--- src/rtl/switch_pkg.sv ---
// Shared definitions for the configurable switch box: side codes,
// per-side address bases and the width derivations used by every file.
package switch_pkg;

  // Side codes carried in bits [2:0] of each routing entry
  localparam logic [2:0] SIDE_NONE   = 3'd0;
  localparam logic [2:0] SIDE_TOP    = 3'd1;
  localparam logic [2:0] SIDE_RIGHT  = 3'd2;
  localparam logic [2:0] SIDE_BOTTOM = 3'd3;
  localparam logic [2:0] SIDE_LEFT   = 3'd4;

  // Source index width: enough bits to name any wire on the widest side.
  // A single-wire side still gets one index bit so the field never vanishes.
  function automatic int calc_iw(input int ntb, input int nlr);
    int widest;
    widest = (ntb > nlr) ? ntb : nlr;
    return (widest <= 1) ? 1 : $clog2(widest);
  endfunction

  function automatic int calc_ew(input int ntb, input int nlr);
    return calc_iw(ntb, nlr) + 3;
  endfunction

  function automatic int calc_ne(input int ntb, input int nlr);
    return 2 * ntb + 2 * nlr;
  endfunction

  function automatic int calc_aw(input int ntb, input int nlr);
    return $clog2(calc_ne(ntb, nlr));
  endfunction

  // Entry address of pin 0 on each side; pins of a side are contiguous
  function automatic int base_top(input int ntb, input int nlr);
    return 0 * (ntb + nlr);
  endfunction

  function automatic int base_bottom(input int ntb, input int nlr);
    return ntb + 0 * nlr;
  endfunction

  function automatic int base_left(input int ntb, input int nlr);
    return 2 * ntb + 0 * nlr;
  endfunction

  function automatic int base_right(input int ntb, input int nlr);
    return 2 * ntb + nlr;
  endfunction

endpackage

--- src/rtl/switch_pin_mux.sv ---
// One output pin of the switch box: decodes its routing entry and picks
// the selected input wire, or leaves the pin undriven when the entry is
// empty, names an unknown side, points past the end of a side, or would
// loop the pin back onto itself.
module switch_pin_mux
  import switch_pkg::*;
#(
  parameter int         NTB      = 5,
  parameter int         NLR      = 4,
  parameter int         EW       = 6,
  parameter logic [2:0] PIN_SIDE = SIDE_TOP,
  parameter int         PIN_IDX  = 0
) (
  input  logic [EW-1:0]  entry,
  input  logic [NTB-1:0] top_in,
  input  logic [NTB-1:0] bottom_in,
  input  logic [NLR-1:0] left_in,
  input  logic [NLR-1:0] right_in,
  output logic           pin_out,
  output logic           pin_oe
);

  localparam int IW = EW - 3;

  logic [2:0]    side;
  logic [IW-1:0] idx;
  logic          sel_bit;
  logic          in_range;
  logic          self_route;

  assign side = entry[2:0];
  assign idx  = entry[EW-1:3];

  // Select the source wire; in_range only rises when idx names a real wire
  always_comb begin
    sel_bit  = 1'b0;
    in_range = 1'b0;
    case (side)
      SIDE_TOP: begin
        for (int i = 0; i < NTB; i++) begin
          if (idx == IW'(i)) begin
            sel_bit  = top_in[i];
            in_range = 1'b1;
          end
        end
      end
      SIDE_BOTTOM: begin
        for (int i = 0; i < NTB; i++) begin
          if (idx == IW'(i)) begin
            sel_bit  = bottom_in[i];
            in_range = 1'b1;
          end
        end
      end
      SIDE_LEFT: begin
        for (int i = 0; i < NLR; i++) begin
          if (idx == IW'(i)) begin
            sel_bit  = left_in[i];
            in_range = 1'b1;
          end
        end
      end
      SIDE_RIGHT: begin
        for (int i = 0; i < NLR; i++) begin
          if (idx == IW'(i)) begin
            sel_bit  = right_in[i];
            in_range = 1'b1;
          end
        end
      end
      default: begin
        sel_bit  = 1'b0;
        in_range = 1'b0;
      end
    endcase
  end

  assign self_route = (side == PIN_SIDE) && (idx == IW'(PIN_IDX));
  assign pin_oe     = in_range && !self_route;
  assign pin_out    = pin_oe && sel_bit;

endmodule

--- src/rtl/switch_box_cfg.sv ---
// Configurable switch box. Software writes routes into a shadow table and
// commits them to the active table in one edge; the active table drives
// purely combinational per-pin muxes. A clear request scrubs the shadow
// table one entry per cycle and then zeroes the active table.
module switch_box_cfg
  import switch_pkg::*;
#(
  parameter int NTB = 5,
  parameter int NLR = 4,
  localparam int IW = calc_iw(NTB, NLR),
  localparam int EW = calc_ew(NTB, NLR),
  localparam int NE = calc_ne(NTB, NLR),
  localparam int AW = calc_aw(NTB, NLR)
) (
  input  logic           clk,
  input  logic           rst,
  input  logic           cfg_valid,
  output logic           cfg_ready,
  input  logic [AW-1:0]  cfg_addr,
  input  logic [EW-1:0]  cfg_data,
  input  logic           cfg_commit,
  input  logic           cfg_clear,
  output logic           busy,
  output logic           cfg_err,
  input  logic [NTB-1:0] top_in,
  input  logic [NTB-1:0] bottom_in,
  input  logic [NLR-1:0] left_in,
  input  logic [NLR-1:0] right_in,
  output logic [NTB-1:0] top_out,
  output logic [NTB-1:0] bottom_out,
  output logic [NLR-1:0] left_out,
  output logic [NLR-1:0] right_out,
  output logic [NTB-1:0] top_oe,
  output logic [NTB-1:0] bottom_oe,
  output logic [NLR-1:0] left_oe,
  output logic [NLR-1:0] right_oe
);

  localparam logic [0:0]    ST_IDLE   = 1'b0;
  localparam logic [0:0]    ST_SCRUB  = 1'b1;
  localparam logic [AW-1:0] LAST_ADDR = AW'(NE - 1);

  logic [EW-1:0] shadow_q [NE];
  logic [EW-1:0] shadow_d [NE];
  logic [EW-1:0] active_q [NE];
  logic [EW-1:0] active_d [NE];
  logic [0:0]    state_q;
  logic [0:0]    state_d;
  logic [AW-1:0] scrub_addr_q;
  logic [AW-1:0] scrub_addr_d;
  logic          cfg_err_q;
  logic          cfg_err_d;
  logic          addr_ok;

  assign addr_ok   = (32'(cfg_addr) < NE);
  assign cfg_ready = (state_q == ST_IDLE);
  assign busy      = (state_q == ST_SCRUB);
  assign cfg_err   = cfg_err_q;

  // Next-state logic: commit reads the shadow table as it stood at the start
  // of the cycle, so a same-cycle write only lands in the shadow table.
  // Clear takes priority over commit and any same-cycle write.
  always_comb begin
    state_d      = state_q;
    scrub_addr_d = scrub_addr_q;
    cfg_err_d    = 1'b0;
    shadow_d     = shadow_q;
    active_d     = active_q;
    case (state_q)
      ST_IDLE: begin
        if (cfg_clear) begin
          state_d      = ST_SCRUB;
          scrub_addr_d = '0;
        end else begin
          if (cfg_commit) begin
            active_d = shadow_q;
          end
          if (cfg_valid) begin
            if (addr_ok) begin
              shadow_d[cfg_addr] = cfg_data;
            end else begin
              cfg_err_d = 1'b1;
            end
          end
        end
      end
      ST_SCRUB: begin
        shadow_d[scrub_addr_q] = '0;
        scrub_addr_d           = scrub_addr_q + AW'(1);
        if (scrub_addr_q == LAST_ADDR) begin
          state_d      = ST_IDLE;
          scrub_addr_d = '0;
          for (int i = 0; i < NE; i++) begin
            active_d[i] = '0;
          end
        end
      end
      default: begin
        state_d = ST_IDLE;
      end
    endcase
  end

  // Configuration registers; reset empties both tables and aborts any scrub
  always_ff @(posedge clk) begin
    if (rst) begin
      state_q      <= ST_IDLE;
      scrub_addr_q <= '0;
      cfg_err_q    <= 1'b0;
      for (int i = 0; i < NE; i++) begin
        shadow_q[i] <= '0;
        active_q[i] <= '0;
      end
    end else begin
      state_q      <= state_d;
      scrub_addr_q <= scrub_addr_d;
      cfg_err_q    <= cfg_err_d;
      shadow_q     <= shadow_d;
      active_q     <= active_d;
    end
  end

  for (genvar i = 0; i < NTB; i++) begin : g_top
    switch_pin_mux #(
      .NTB(NTB), .NLR(NLR), .EW(EW), .PIN_SIDE(SIDE_TOP), .PIN_IDX(i)
    ) u_mux (
      .entry    (active_q[base_top(NTB, NLR) + i]),
      .top_in   (top_in),
      .bottom_in(bottom_in),
      .left_in  (left_in),
      .right_in (right_in),
      .pin_out  (top_out[i]),
      .pin_oe   (top_oe[i])
    );
  end

  for (genvar i = 0; i < NTB; i++) begin : g_bottom
    switch_pin_mux #(
      .NTB(NTB), .NLR(NLR), .EW(EW), .PIN_SIDE(SIDE_BOTTOM), .PIN_IDX(i)
    ) u_mux (
      .entry    (active_q[base_bottom(NTB, NLR) + i]),
      .top_in   (top_in),
      .bottom_in(bottom_in),
      .left_in  (left_in),
      .right_in (right_in),
      .pin_out  (bottom_out[i]),
      .pin_oe   (bottom_oe[i])
    );
  end

  for (genvar i = 0; i < NLR; i++) begin : g_left
    switch_pin_mux #(
      .NTB(NTB), .NLR(NLR), .EW(EW), .PIN_SIDE(SIDE_LEFT), .PIN_IDX(i)
    ) u_mux (
      .entry    (active_q[base_left(NTB, NLR) + i]),
      .top_in   (top_in),
      .bottom_in(bottom_in),
      .left_in  (left_in),
      .right_in (right_in),
      .pin_out  (left_out[i]),
      .pin_oe   (left_oe[i])
    );
  end

  for (genvar i = 0; i < NLR; i++) begin : g_right
    switch_pin_mux #(
      .NTB(NTB), .NLR(NLR), .EW(EW), .PIN_SIDE(SIDE_RIGHT), .PIN_IDX(i)
    ) u_mux (
      .entry    (active_q[base_right(NTB, NLR) + i]),
      .top_in   (top_in),
      .bottom_in(bottom_in),
      .left_in  (left_in),
      .right_in (right_in),
      .pin_out  (right_out[i]),
      .pin_oe   (right_oe[i])
    );
  end

endmodule
--- config.mk ---
export PLATFORM = sky130hd
export DESIGN_NAME = switch_box_cfg
export DESIGN_NICKNAME = d
export VERILOG_FILES = /design/src/rtl/switch_pkg.sv /design/src/rtl/switch_pin_mux.sv /design/src/rtl/switch_box_cfg.sv
export SDC_FILE = /design/constraint.sdc
export NUM_CORES = 1
export LEC_CHECK = 0
export ABC_AREA = 1
export ABC_CLOCK_PERIOD_IN_PS = 1900
export CAP_MARGIN = 0
export CORE_ASPECT_RATIO = 1.4
export CORE_MARGIN = 2
export CORE_UTILIZATION = 45
export CTS_BUF_LIST = sky130_fd_sc_hd__clkbuf_16
export CTS_CLUSTER_DIAMETER = 150
export DETAILED_ROUTE_END_ITERATION = 8
export GPL_ROUTABILITY_DRIVEN = 0
export SLEW_MARGIN = 40
export SYNTH_ARGS = -nofsm -noshare
export SYNTH_HDL_FRONTEND = slang
export SYNTH_HIERARCHICAL = 1
export SYNTH_SLANG_ARGS = --single-unit
export TNS_END_PERCENT = 10
--- constraint.sdc ---
create_clock -name clk -period 1.9 [get_ports clk]
set_clock_uncertainty 0.1 [all_clocks]
set_input_delay 0.285 -clock clk [delete_from_list [all_inputs] [get_ports clk]]
set_output_delay 0.285 -clock clk [all_outputs]
set_load 0.005 [all_outputs]
==> flow_summary.ini, run 1 <==
[status]
status = finished with violations
violations = setup timing

[worst_setup_path]
crit_path_start_kind = flop
path_max_fanout = 7
end_kind = output pin
cp-startpoint = active_q[16]
rrSetupSlack_ns = 0.11
crit_arrival_ns = 1.92
cp.required_ns = 1.51
r2r_start = scrub_addr_q[3]
crit_type = reg2out

[clock_tree]
clock-root-buffer = clkbuf_16
cts_buffer_depth = 3
cts-buffers-inserted = 24
clk_pin_slew_ns = 0.07
clkSinkCount = 223
worstSkewPairLatency_ns = 0.54
htree_levels = 1
cts_tree = built

[logic_synthesis]
syn_avg_cell_area_um2 = 5.53
synth_edf_count = 0
synth_seq_cells = 223
synthAdderAreaFrac_pct = 0.296
synth_area_leaders = dfxtp_1 26%, nand2_1 21%, nand3_1 11%
synthCells = 3053
synth_top_family_by_area = simple AND/OR/NAND/NOR gates
yosys_warnings = 6
synth_cell_types = 45
synth-xor-area-share_pct = 0.0519
async_flop_share_pct = 0
yosys.area.top_type = dfxtp_1
synth_nets = 3091
synth.top_cell.area_share_pct = 26.4
yosys_most_used_dff = dfxtp_1
synthSimpleGateAreaFrac_pct = 52.2
yosys-mux-area-fraction_pct = 0
synth_area_mm2 = 0.0169
synth_compound_area_share_pct = 8.00
synth-seq-area-share_pct = 26.4

[die]
die_width_um = 168
io_pins = 73
core-area_mm2 = 0.0373
initial_core_util_pct = 45.3
rows = 84
dieArea_mm2 = 0.0391
die_y_um = 233

[power]
power_leakage_nw = 11.4
p_total_mw = 12.6
p_per_area_mw_per_mm2 = 562
ir_drop_mv = 0.538

[grt]
overflow = 0
grt_pass1_wl_um = 94600
antenna_found_initial = 0
grt_pass1_vias = 18300
grt_max_degree = 109
grtUsageTotal_pct = 29.9

[sta]
setup_viol = 35
rsz0062_at_grt = true
timing.final.crit_share_pct = 122
slew_headroom_pct = 67.9
final.min_clock_period_ns = 2.31
slew_violations = 0
setup_slack_ns = -0.409
hold_violations = 0
worstMarginPinSlew_ns = 0.482
max_freq_ghz = 0.433

[route]
drt-total-wl_um = 59700
wire_per_inst_um = 15.6
vias = 20100
drtIter0Drc = 1712
viasPerCell = 5.23
firstDrtPassIters = 5
drcViolationCount = 0
ant_nets = 0

[final_layout]
finalNetCount = 3387
antenna_cells = 0
n_fill_cell = 3620
final_cell_mix = 927 x nand2_1, 425 x nor2_1, 369 x nand3_1
drive_gt1_share_pct = 23.2
syn2layout_area_growth_pct = 33.1
utilization_pct = 60.2
final_common_cell = nand2_1

[hold_path]
hp-start = cfg_valid
hp-class = in2reg

[place]
port_buffers = 72
hpwlAfterDp_um = 40800

[run]
drv_cap = 0
[kinds of logic (layout without fill, tap and decap cells)]
group / after synthesis / count (layout)
xor gates and xnor gates: 1 / 1
and+or+nand+nor: 2028 / 2028
DFF: 223 / 223
buffers and inverters: 547 / 861
AOI/OAI and AO/OA: 250 / 250
adders and majority gates: 4 / 4
[worst max-delay path, cell delays in order, from the launching register on]
cell	delay, ns
dfxtp_4	0.39
nor2_4	0.14
nand2_1	0.10
nor2_1	0.16
nor2_1	0.08
nor2_1	0.11
nor2_1	0.06
nand3_1	0.09
nand2_2	0.08
inv_1	0.05
buf_2	0.10
[registers in the layout, indices dropped and copies added (netlist names)]
name,cells
active_q,108
scrub_addr_q,5
shadow_q,108
cfg_err,1
busy,1
[through the flow]
stage / setup TNS (ns) / setup WS (ns) / cells / hold WS, ns / instance area, um^2
after floorplan: 0 / 0.150 / 3053 / 0.344 / 16900
after global placement: -30.66 / -0.559 / 3741 / 0.374 / 20200
after detailed placement: -34.99 / -0.587 / 3741 / 0.378 / 20200
after CTS: -10.76 / -0.389 / 3833 / 0.197 / 22200
after global routing: -12.66 / -0.503 / 3840 / 0.232 / 22500
final: -9.19 / -0.409 / 3840 / 0.220 / 22500
[per-layer routing]
layer,GRT usage (%),wire (um),up-vias
li1,-,-,10100
met4,15.2,2830,0
met1,40.3,26500,9023
met5,0,0,-
met3,3.12,4000,189
met2,47.8,26400,744
[path summary, 6_finish.rpt]
| path | end | depth (start not counted) |
|---|---|---|
| setup / recovery | right_out[1] | 10 |
| hold / removal | cfg_err | 3 |
| hold reg to reg | active_q[39] | 2 |
| setup reg to reg | shadow_q[96] | 9 |
[cell type report]
class	instances	area, um^2	share of cell area, %
Timing Repair Buffer	383	3650	16.2
Clock inverter	19	196	0.874
Clock buffer	25	626	2.78
Multi-Input combinational cell	2283	11000	49.1
Tap cell	473	592	2.63
Sequential cell	223	4700	20.9
Inverter	434	1670	7.42
[synth_stat cells, types with 6 or more instances]
master	instances
o21ai_1	27
nand2_2	30
inv_2	45
o21ai_0	46
buf_1	11
or2_0	9
nor2_1	458
nor3_2	6
buf_4	9
nor2_2	44
buf_2	45
nand3_1	382
nand3b_1	32
nor3_1	40
nor2_4	15
inv_1	385
dfxtp_1	223
clkbuf_1	43
o211ai_1	7
nand4_1	27
a21oi_1	155
nand3_2	14
nand2_1	963
[timing repair]
item                                    in CTS  in global routing
pin swaps                                  110                 53
endpoints found under the setup margin      38                 72
hold buffers                                 1                  0
gates resized for setup                    414                 95
setup buffers                               48                  7
endpoints found under the hold margin       16                  0
[power breakdown]
part           internal [mW]  switching [mW]  leakage (nW)
Clock                   2.93            2.07         0.410
Combinational           1.03            1.52          9.08
Sequential              4.84           0.245          1.88
Note: power is estimated with default switching activity, not from simulation.
==> inputs of run 2 (changes only) <==
--- a/config.mk
+++ b/config.mk
@@ -15,6 +15,7 @@
 export CTS_CLUSTER_DIAMETER = 150
 export DETAILED_ROUTE_END_ITERATION = 8
 export GPL_ROUTABILITY_DRIVEN = 0
+export SETUP_SLACK_MARGIN = 0.15
 export SLEW_MARGIN = 40
 export SYNTH_ARGS = -nofsm -noshare
 export SYNTH_HDL_FRONTEND = slang
==> run 2 against run 1 <==
The flow still finishes with violations (setup timing); non-clock buffer count up 13; clock-buffer cell count unchanged; die area unchanged; sequential share of layout area down 0.83 points; critical path depth up 2; combinational power up 4%; final cell count up 0.34%; first-iteration DRC count down 5.8%; power up 0.93%; via count up 1.2%; critical endpoint is now bottom_out[1]; largest power group unchanged.
==> flow_summary.ini, run 2 (synthesis results as in run 1) <==
[route]
viasPerCell = 5.27
drcViolationCount = 0
drt-total-wl_um = 60600
ant_nets = 0
drtIter0Drc = 1612
firstDrtPassIters = 9
wire_per_inst_um = 15.7
vias = 20300

[worst_setup_path]
crit_top_cell = nand2_1
crit_path_start_kind = flop
path_max_fanout = 6
crit_arrival_ns = 1.91
rrSetupSlack_ns = 0.07
slowest_stage = dfxtp_4
crit_type = reg2out
r2r_start = scrub_addr_q[1]
cp-startpoint = active_q[70]
slowest_delay_ns = 0.37
end_kind = output pin
path_cells = buf_6 > nor2_4 > buf_12 > nand3_2 > nand3_1 > nand2_1 > nand2_1 > nand2_1 > nand3_1 > nand2_1 > inv_1 > buf_2
cp.required_ns = 1.51

[die]
die_y_um = 233
dieArea_mm2 = 0.0391
rows = 84
core-area_mm2 = 0.0373
initial_core_util_pct = 45.3
die_width_um = 168
io_pins = 73

[final_layout]
final_common_cell = nand2_1
final_cells = 3853
finalNetCount = 3400
drive_gt1_share_pct = 28.0
syn2layout_area_growth_pct = 38.8
reg_top3 = active_q x108, shadow_q x108, scrub_addr_q x5
antenna_cells = 0
final_cell_mix = 914 x nand2_1, 411 x nor2_1, 362 x inv_1
utilization_pct = 62.8

[hold_path]
hp-start = cfg_valid
hp-class = in2reg

[grt]
grt_pass1_wl_um = 94700
overflow = 0
grt_max_degree = 109
antenna_found_initial = 0
grtUsageTotal_pct = 30.0
grt_pass1_vias = 18300

[clock_tree]
worstSkewPairLatency_ns = 0.54
cts_tree = built
htree_levels = 1
cts-buffers-inserted = 24
clkSinkCount = 223
clock-root-buffer = clkbuf_16
cts_buffer_depth = 3
clk_pin_slew_ns = 0.07

[place]
dp.cells = 3741
port_buffers = 72
hpwlAfterDp_um = 40800

[status]
violations = setup timing
status = finished with violations

[sta]
timing.final.crit_share_pct = 121
setup_slack_ns = -0.397
slew_violations = 0
setup_viol = 35
hold_violations = 0
rsz0062_at_grt = true
final.min_clock_period_ns = 2.30
max_freq_ghz = 0.435
slew_headroom_pct = 55.0
worstMarginPinSlew_ns = 0.675

[power]
power_leakage_nw = 11.5
p_per_area_mw_per_mm2 = 544
ir_drop_mv = 0.540
p_total_mw = 12.8

[run]
drv_cap = 0
-- run 2: cell types whose count changed in the layout (fill, tap and decap cells not counted), moves of 6 or more --
cell and change:
inv_1 -6, nand2_1 -13, nand3_1 -60, nor2_4 +9, buf_6 +18, nand2_4 +8
nand3_4 +17, a21oi_1 -38, nand3_2 +43, nor2_1 -14, a21oi_2 +38
-- run 2: timing repair --
action	CTS	global route
resized for setup	446	294
hold buffers	1	0
hold endpoints to repair	16	0
endpoints found under the setup margin	67	217
setup buffers	50	17
pin swaps	124	162
-- run 2: report_power, final --
group / switching (mW) / internal (mW)
Sequential: 0.252 / 4.84
Combinational: 1.58 / 1.08
Clock: 2.07 / 2.93
-- run 2: layout make-up --
type / instances / area, um^2
multi-input combinational: 2283 / 11800
tap: 473 / 592
fill: 3481 / 13900
clock inverter: 19 / 196
inverter: 434 / 1690
clock buffer: 25 / 626
sequential: 223 / 4710
timing repair buffer: 396 / 3790
-- run 2: stage by stage --
stage	cell area [um^2]	setup WS [ns]	TNS (ns)	hold slack [ns]
finish	23400	-0.397	-8.58	0.215
global route	23400	-0.504	-11.70	0.232
CTS	22300	-0.388	-10.43	0.197
detailed placement	20200	-0.587	-34.99	0.378
global placement	20200	-0.559	-30.66	0.374
floorplan	16900	0.150	0	0.344
-- run 2: final timing paths --
kind	cells past startpoint	to
max	12	bottom_out[1]
max reg2reg	6	active_q[76]
min	3	cfg_err
min reg2reg	2	active_q[39]
-- run 2: critical path: cells and delay by family, from the launching register on --
kind,cells,cell delay [ns]
and+or+nand+nor,8,0.61
buffers and inverters,4,0.41
DFF,1,0.37
-- run 2: routing by layer --
layer  wire, um  global-route usage, %  share of wire, %
met5          0                      0                 0
met4       2740                   14.6               4.5
met3       4230                   3.08               7.0
met2      27200                   48.0                45
met1      26500                   40.4                44
==> inputs of run 3 (changes only) <==
--- a/config.mk
+++ b/config.mk
@@ -15,6 +15,7 @@
 export CTS_CLUSTER_DIAMETER = 150
 export DETAILED_ROUTE_END_ITERATION = 8
 export GPL_ROUTABILITY_DRIVEN = 0
+export GPL_TIMING_DRIVEN = 0
 export SETUP_SLACK_MARGIN = 0.15
 export SLEW_MARGIN = 40
 export SYNTH_ARGS = -nofsm -noshare
==> run 3 against run 2 <==
The flow still finishes with violations (setup timing); worst setup slack improved by 0.037 ns; utilization is 7.2 points lower; first-iteration DRC count rose by 4.2%; die area stayed put; routed wire length rose by 3.8%; via count fell by 2.7%; sequential power about the same; sequential cell count stayed put; critical endpoint is now bottom_out[2]; highest routed layer unchanged.
==> flow_summary.ini, run 3 (synthesis results as in run 1) <==
[worst_setup_path]
crit_path_start_kind = flop
crit_type = reg2out
path_max_fanout = 7
crit_top_cell = nand2_1
end_kind = output pin
slowest_stage = dfxtp_2
cp.required_ns = 1.51
slowest_delay_ns = 0.33
crit_arrival_ns = 1.87
timing.critical_path.buf_inv = 4
path_cells = buf_6 > nor2_4 > buf_6 > nand3_4 > nand3_2 > nand2_2 > nand2_1 > nand2_1 > nand3_1 > nand2_1 > inv_1 > buf_2
critPathTopFamily = simple AND/OR/NAND/NOR gates

[clock_tree]
cts-buffers-inserted = 23
clock-root-buffer = clkbuf_16
htree_levels = 1
cts-hold-fix-buffers = 0
worstSkewPairLatency_ns = 0.54
clkSinkCount = 223
cts_buffer_depth = 3
clk_pin_slew_ns = 0.06
cts_tree = built

[route]
routed-wl-met2_um = 28300
vias = 19800
drtIter0Drc = 1680
wire_per_inst_um = 17.0
wl_met1_um = 26800
viasPerCell = 5.33
firstDrtPassIters = 7
top_layer = met4
drcViolationCount = 0
met3RoutedLength_um = 4480
ant_nets = 0
drt-total-wl_um = 62900

[sta]
hold_violations = 0
max_freq_ghz = 0.443
timing.final.crit_share_pct = 119
setup_slack_ns = -0.359
rsz0062_at_grt = true
slew_headroom_pct = 49.9
slew_violations = 0
hold_ws_ns = 0.277
worstMarginPinSlew_ns = 0.751
setup_viol = 46
final.min_clock_period_ns = 2.26

[power]
pwr-share-comb_pct = 19.5
p_per_area_mw_per_mm2 = 572
p_int_mw = 8.10
power_leakage_nw = 10.5
switchingPower_mw = 3.79
clkPwrFrac_pct = 37.3
swShare_pct = 31.9
seqPwrFrac_pct = 43.2
ir_drop_mv = 0.636

[final_layout]
syn2layout_area_growth_pct = 22.9
finalNetCount = 3262
utilization_pct = 55.6
drive_gt1_share_pct = 20.3
reg_top3 = active_q x108, shadow_q x108, scrub_addr_q x5
seqCellArea_mm2 = 0.00470
final_cells = 3710
final_common_cell = nand2_1
n_fill_cell = 3788
final_cell_mix = 933 x nand2_1, 425 x nor2_1, 364 x inv_1
multi_input_area_mm2 = 0.0111
antenna_cells = 0

[place]
port_buffers = 70
hpwlAfterDp_um = 44500
place_ws_ns = -0.845
dp.cells = 3596

[grt]
grt_max_degree = 19
antenna_found_initial = 0
grtUsageTotal_pct = 31.4
overflow = 0
grt_pass1_vias = 17800
grt_pass1_wl_um = 97100

[die]
core-area_mm2 = 0.0373
initial_core_util_pct = 45.3
die_y_um = 233
rows = 84
io_pins = 73
dieArea_mm2 = 0.0391
die_width_um = 168

[status]
violations = setup timing
status = finished with violations

[run]
drv_cap = 0

[hold_path]
hp-class = in2reg
[run 3: worst paths after layout]
kind	startpoint	endpoint	slack (ns)	cells after the start
worst max-delay path	active_q[63]	bottom_out[2]	-0.36	12
worst min-delay path	cfg_valid	cfg_err	0.28	3
worst max register to register	busy	shadow_q[67]	-0.14	11
worst min register to register	shadow_q[29]	active_q[29]	0.38	2
[run 3: through the flow]
| step | total power [mW] | instance area (um^2) | setup TNS (ns) |
|---|---|---|---|
| CTS | 11.8 | 20300 | -9.31 |
| global placement | 7.30 | 18200 | -116.50 |
| detailed placement | 7.32 | 18100 | -108.69 |
| floorplan | 6.51 | 16900 | 0 |
| global route | 12.4 | 20800 | -12.73 |
| finish | 11.9 | 20800 | -8.86 |
[run 3: what timing repair did]
item                       CTS  global route
gates cloned                 4             0
setup endpoints to repair  259           205
pin swaps                  130            87
resized for setup          484           153
buffers inserted            64             8
[run 3: metal layers]
metal	track usage, %	vias up
li1	-	9894
met1	40.8	8900
met2	51.6	773
met3	3.63	191
met4	16.0	0
met5	0	-
[run 3: cell type report]
type / count / share of cell area [%]
timing repair inverter: 1 / 0.0362
timing repair buffer: 145 / 5.64
multi-input combinational: 2283 / 53.6
inverter: 434 / 8.11
sequential: 223 / 22.7
clock buffer: 23 / 2.77
tap: 473 / 2.85
buffer: 113 / 3.70
clock inverter: 15 / 0.609
[run 3: worst min-delay path: stages]
cell and delay [ns]:
clkdlybuf4s50_1 0.40, inv_1 0.11, nor4_1 0.07
[run 3: power groups by stage]
| stage | sequential (mW) | clock [mW] | combinational [mW] |
|---|---|---|---|
| final | 5.13 | 4.43 | 2.32 |
| after global routing | 5.15 | 4.69 | 2.56 |
| after CTS | 5.13 | 4.50 | 2.21 |
| after detailed placement | 5.26 | 0 | 2.06 |
| after global placement | 5.25 | 0 | 2.06 |
| after floorplan | 5.14 | 0 | 1.37 |
